[src/rtl/if_fetch_ctrl.sv]
// Fetch controller around the PC register: one outstanding imem read, FIFO to ID.
// Optional IF_BACK2BACK_EN lets a new request issue as the previous response lands.
module if_fetch_ctrl #(
  parameter int DEPTH = 2
) (
  input  logic        clk,
  input  logic        rst,
  input  logic [31:0] pc_cur,
  output logic [31:0] pc_next,
  input  logic        redirect_valid,
  input  logic [31:0] redirect_target,
  output logic        imem_req_valid,
  input  logic        imem_req_ready,
  output logic [31:0] imem_req_addr,
  input  logic        imem_rsp_valid,
  input  logic [31:0] imem_rsp_data,
  output logic        id_valid,
  input  logic        id_ready,
  output logic [31:0] id_instr,
  output logic [31:0] id_pc
);

  localparam int PW = (DEPTH > 2) ? 2 : 1;
  localparam int CW = PW + 1;
  localparam logic [CW-1:0] FULL    = CW'(DEPTH);
  localparam logic [CW-1:0] FULL_M1 = CW'(DEPTH - 1);

  typedef enum logic [1:0] {
    S_RUN,
    S_WAIT,
    S_DROP
  } state_t;

  typedef struct packed {
    logic [31:0] pc;
    logic [31:0] instr;
  } fetch_t;

  state_t        state;
  state_t        state_nx;
  logic [31:0]   req_pc;
  fetch_t        fifo_q [DEPTH];
  logic [PW-1:0] wr_ptr;
  logic [PW-1:0] rd_ptr;
  logic [CW-1:0] count;
  logic          can_issue;
  logic          hs;
  logic          push;
  logic          pop;

  assign hs   = imem_req_valid & imem_req_ready;
  assign push = (state == S_WAIT) & imem_rsp_valid & ~redirect_valid;
  assign pop  = id_valid & id_ready & ~redirect_valid;

  always_ff @(posedge clk or negedge rst) begin
    if (!rst) begin
      state <= S_RUN;
    end else begin
      state <= state_nx;
    end
  end

  always_comb begin
    state_nx = state;
    unique case (state)
      S_RUN: begin
        if (hs) state_nx = S_WAIT;
      end
      S_WAIT: begin
        if (imem_rsp_valid) begin
          state_nx = hs ? S_WAIT : S_RUN;
        end else if (redirect_valid) begin
          state_nx = S_DROP;
        end
      end
      S_DROP: begin
        if (imem_rsp_valid) state_nx = S_RUN;
      end
      default: state_nx = S_RUN;
    endcase
  end

  // Credit check uses start-of-cycle occupancy; pops are not credited.
  always_comb begin
    can_issue = (state == S_RUN) && (count < FULL);
`ifdef IF_BACK2BACK_EN
    if ((state == S_WAIT) && imem_rsp_valid &&
        (count < FULL_M1)) begin
      can_issue = 1'b1;
    end
`endif
    imem_req_valid = rst & can_issue & ~redirect_valid;
    imem_req_addr  = pc_cur;
  end

  always_comb begin
    pc_next = pc_cur;
    if (rst) begin
      if (redirect_valid) begin
        pc_next = redirect_target & 32'hFFFF_FFFC;
      end else if (hs) begin
        pc_next = pc_cur + 32'd4;
      end
    end
  end

  always_ff @(posedge clk or negedge rst) begin
    if (!rst) begin
      req_pc <= '0;
    end else if (hs) begin
      req_pc <= pc_cur;
    end
  end

  always_ff @(posedge clk or negedge rst) begin
    if (!rst) begin
      for (int i = 0; i < DEPTH; i++) begin
        fifo_q[i] <= '0;
      end
      wr_ptr <= '0;
      rd_ptr <= '0;
      count  <= '0;
    end else if (redirect_valid) begin
      wr_ptr <= '0;
      rd_ptr <= '0;
      count  <= '0;
    end else begin
      if (push) begin
        fifo_q[wr_ptr] <= '{pc: req_pc, instr: imem_rsp_data};
        wr_ptr         <= wr_ptr + PW'(1);
      end
      if (pop) begin
        rd_ptr <= rd_ptr + PW'(1);
      end
      count <= count + CW'(push) - CW'(pop);
    end
  end

  assign id_valid = (count != '0);
  assign id_instr = fifo_q[rd_ptr].instr;
  assign id_pc    = fifo_q[rd_ptr].pc;

endmodule

[config.mk]
export PLATFORM = sky130hd
export DESIGN_NAME = if_fetch_ctrl
export DESIGN_NICKNAME = d
export VERILOG_FILES = /design/src/rtl/if_fetch_ctrl.sv
export SDC_FILE = /design/constraint.sdc
export NUM_CORES = 1
export LEC_CHECK = 0
export CORE_ASPECT_RATIO = 1.1
export CORE_UTILIZATION = 25
export DETAILED_ROUTE_END_ITERATION = 12
export PLACE_DENSITY_LB_ADDON = 0.1
export SETUP_SLACK_MARGIN = 0.05
export SLEW_MARGIN = 40
export SYNTH_ARGS = -nofsm -noshare
export SYNTH_HDL_FRONTEND = slang
export SYNTH_SLANG_ARGS = --single-unit
[constraint.sdc]
create_clock -name clk -period 7 [get_ports clk]
set_clock_uncertainty 0.1 [all_clocks]
set_input_delay 1.4 -clock clk [delete_from_list [all_inputs] [get_ports clk]]
set_output_delay 1.4 -clock clk [all_outputs]
set_load 0.02 [all_outputs]
[Word level (Yosys, flattened, before mapping)]
Cells that the tools add are included.
Storage, ports and cells
  memories kept: 0
  latch bits: 0
  output and inout port bits: 130
  word-level logic and storage cells: 61
  bits of input ports: 102
  memory bits (read-only): 0
  memory bits (writable): 0
  register bits: 166
Operators by class
  div/mod/pow operators: 0
  equal/unequal tests: 5
  $mul: 0
  magnitude comparators: 4
  shift-type cells: 0
  mux-type cells: 20
  reduce and logical (&&, ||, !) cells: 8
  bitwise operators: 10
  add/sub/neg operators: 5
Operators with widths (count)
  $mux W64: 4
  $bwmux W128: 1
  $mux W32: 3
  $demux W64 S1: 1
  $add A32 B3 Y32 const B: 1
  $mux W2: 5
  $and A1 B1 Y1: 7
  $pmux W2 S3: 1
  $reduce_bool A2 Y1: 3
  $mux W1: 5
  $ge A2 B2 Y1 const B: 2
  $ne A2 B2 Y1 const B: 2
  $not A1 Y2: 2
  $ne A3 B3 Y1 const B: 1
  $reduce_and A3 Y1: 1
  $add A1 B1 Y1 const B: 2
  $add A2 B1 Y2: 1
  $eq A2 B1 Y1 const B: 1
  $eq A2 B2 Y1 const B: 1
  $logic_and A1 B1 Y1: 2
  $logic_not A2 Y1: 1
  $lt A2 B1 Y1 const B: 1
  $lt A2 B2 Y1 const B: 1
  $reduce_and A2 Y1: 1
  other kinds (2): 2

[Depth between registers and ports, before layout]
  word-level depth: 8
  gate-level depth with buffers: 8
  gate-level depth less buffers: 8

[Worst setup path after synthesis]
Ideal clock, no wire load.
  kind: input -> output
  start: input imem_req_ready
  end: output pc_next[23]
  path slack: 2224 ps
  cell stages on the path: 6
  required time: 5500 ps
  path buffers: 1
  arrival: 3276 ps
  cell sequence: or4b_1 buf_2 nor4_4 and2_1 a311oi_1 a211oi_1
On the way
  cells in the longest elaborated chain, start to end: 4
Ends and longest elaborated chain
  start, declared: line 13  | input logic imem_req_ready,
  $and A1 B1 Y1: line 51  | assign hs = imem_req_valid & imem_req_ready;
  $mux W32: line 101  | end else if (hs) begin
  $mux W32: line 99  | if (redirect_valid) begin
  $mux W32: line 98  | if (rst) begin
  end, declared: line 9  | output logic [31:0] pc_next,
Every way passes these cells.

[Worst setup path after layout]
  start: input imem_req_ready
  end: output pc_next[31]
The elaborated chain is that of the path after synthesis.

==> results by group <==
Run status
  – Outcome: finished clean

Critical path
  – Setup CP Type: input pin to primary output
  – Crit start category: input pin
  – Crit path largest cell delay: 0.67 ns
  – R2r endpoint: fifo_q[69]
  – Cell count of the worst reg-to-reg path: 6
  – Crit-path cells: clkdlybuf4s50_1, or4b_1, nor4_4, nand3_2, or4_1, nand3_1, clkdlybuf4s50_1
  – Crit path DAT: 4.66 ns
  – Crit path max fanout: 9
  – Critical path required time: 5.50 ns
  – Delay-heaviest family, CP: simple AND/OR/NAND/NOR gates
  – Critical path endpoint category: primary output
  – Most used cell, CP: clkdlybuf4s50_1
  – Highest-delay cell along the critical path: nor4_4
  – Worst r2r src: state[1]
  – FF-to-FF setup slack: 4.67 ns
  – WP buf/inv: 2

Placement
  – Placer Congestion: 0.758
  – Hpwl dp: 16.6 mm
  – Placed insts: 1,319
  – Port Buffers: 229

STA
  – Setup TNS: 0 ns
  – Max_slew headroom: 0.468
  – Fin crit period: 6.16 ns
  – Final Hold Fails: 0
  – Worst-margin pin slew: 0.796 ns
  – Max-slew violations: 0
  – # setup viols final: 0
  – Period utilization: 0.880
  – RSZ-0062 raised after global routing: false
  – FMAX: 162 MHz

Final layout
  – Final Instance Count excl. Fillers: 1,349
  – Most frequent cells in the layout: clkdlybuf4s50_1, mux2_2, dfrtp_1
  – Commonest non-fill, non-tap cell in the layout: clkdlybuf4s50_1
  – Fraction of layout cells with a size suffix above 1: 0.264
  – Area grow syn2layout: 39.0%
  – # nets final: 1,017

Power
  – Clock power frac: 0.297
  – Combinational share of power: 0.323
  – Sequential power share: 0.380
  – Switching share of power: 0.295
  – Worst vdd ir: 0.127 mV
  – Net switching power: 0.000983 W
  – P_int: 0.00235 W
  – Pwr per Cell Area: 288 nW/µm²
  – Leak pwr: 5.00 nW

Yosys
  – Avg Cell Area, Syn: 11.5 µm²
  – Yosys cell types: 43
  – Seq cells post-synth: 166
  – Cell area after synthesis: 8310 µm²
  – FFs w/ async S/R, synth: 1.00
  – Sequential cell area fraction in the yosys report: 0.500
  – Synth Warn #: 0
  – Main synth FF type: dfrtp_1
  – Cells after Synth: 725
  – Syn Nets: 830
  – Post-synth EDFFs: 0

Floorplan
  – Die area: 34,000 µm²
  – # IOs: 232
  – Die height: 193 µm
  – Row count: 69
  – Core Region: 32,500 µm²
  – Initial Util: 0.255
  – Die width: 176 µm

Clocking
  – CTS Hold Buffers Added: 0
  – Skew-Pair Late Insertion Delay: 0.43 ns
  – Root Driver: clkbuf_16
  – CTS tree: done
  – Setup repair bufs after CTS: 0
  – Post-CTS sizing: 0
  – CTS buffer count: 17
  – Htree depth: 4
  – Reg clk slew, reported paths: 0.07 ns
  – Clock sink count: 166
  – Buffer depth of the longest clock path: 2

Global route
  – Initial antenna violation count: 1
  – Total grt overflow: 0
  – Busiest grt layer: met2
  – Largest net degree at the start of global routing: 88
  – Global Route met2 Usage: 0.255
  – First-pass GRT wire length: 38.8 mm
  – Aggregate global-route resource usage: 0.151
  – Vias in the first global route: 6,466
  – Grt met3 use: 0.0435
  – Met1 Track Usage GR: 0.189

Worst hold path
  – Hold Crit Depth: 1
  – Hold Path Class: flip-flop to flip-flop
  – Hold EP: fifo_q[3]
  – Hold path start: fifo_q[3]

Detailed routing
  – Via-to-Cell Ratio: 4.55
  – Final WL: 24.9 mm
  – DRC Markers: 0
  – Final ANT Viol Nets: 0
  – DRT Pass-1 Iters: 4
  – Wirelength per Cell: 18.5 µm
  – DRT iter0 DRCs: 244
  – Routed vias: 6,141

Run
  – Max cap viols: 0
-- synthesized netlist by cell type, types with 5 or more instances --
library cell / instances / share of area
a211oi_1: 8 / 0.0072
a21oi_1: 19 / 0.011
and2_1: 7 / 0.0053
buf_4: 32 / 0.029
clkbuf_1: 39 / 0.018
dfrtp_1: 166 / 0.50
mux2_2: 192 / 0.26
nand2_1: 122 / 0.055
nand3_1: 16 / 0.0096
nand4_1: 6 / 0.0045
nor2_1: 13 / 0.0059
nor2b_1: 6 / 0.0045
nor3_1: 8 / 0.0048
o21ai_0: 7 / 0.0042
o22ai_1: 21 / 0.016
xnor2_1: 5 / 0.0053
xor2_1: 14 / 0.015
-- sequential cells by signal (all words and copies together) (netlist names) --
register  flops
rd_ptr        1
wr_ptr        1
fifo_q      128
req_pc       32
state         2
count         2
-- per-layer routing --
layer | vias up | routed length (µm)
li1 | 2896 | -
met1 | 3082 | 11100
met2 | 147 | 12100
met3 | 16 | 1390
met4 | 0 | 256
met5 | - | 0
-- layout make-up --
class                      instances  area (µm²)
antenna                            1        2.50
fill                            3244       21000
multi-input combinational        483        3780
sequential                       166        4160
inverter                           2        7.51
clock inverter                     8         149
tap                              426         533
timing repair buffer             242        2470
clock buffer                      21         450
-- power by group through the flow --
stage,sequential [W],combinational (W),clock [W]
floorplan,0.00125,0.000612,0
global placement,0.00129,0.00108,0
detailed placement,0.00129,0.00109,0
CTS,0.00127,0.00110,0.00102
global route,0.00130,0.00116,0.00106
finish,0.00127,0.00108,0.000987
-- worst max path at each step --
stage	startpoint	to	slack, ns	cells past startpoint
2_1_floorplan	imem_req_ready	pc_next[23]	2.22	6
5_1_grt	imem_req_ready	pc_next[28]	0.69	7
3_5_place_dp	imem_req_ready	pc_next[27]	0.88	7
4_1_cts	imem_req_ready	pc_next[27]	0.85	7
6_report	imem_req_ready	pc_next[31]	0.84	7
3_3_place_gp	imem_req_ready	pc_next[31]	0.88	7
-- logic make-up (layout without fill, tap and decap cells) --
family / count (synthesis) / after routing / share of synthesized area
AND/OR/NAND/NOR: 201 / 201 / 0.114
buffers and inverters: 76 / 273 / 0.0490
AO/OA/AOI/OAI: 65 / 65 / 0.0488
other: 0 / 1 / 0
flip-flops: 166 / 166 / 0.500
adder cells (fa/ha/maj): 3 / 3 / 0.00452
multiplexers: 195 / 195 / 0.264
XOR/XNOR: 19 / 19 / 0.0200
-- stage by stage --
step	hold WS [ns]	instance area, µm²	worst slack (ns)	util	power (W)
6_report	0.401	11500	0.837	0.355	0.00333
5_1_grt	0.407	11500	0.694	0.355	0.00352
4_1_cts	0.402	11500	0.852	0.355	0.00339
3_5_place_dp	0.387	10900	0.880	0.336	0.00238
3_3_place_gp	0.382	10900	0.880	0.334	0.00237
2_1_floorplan	0.358	8310	2.22	-	0.00186
Note: power is estimated with default switching activity, not from simulation.
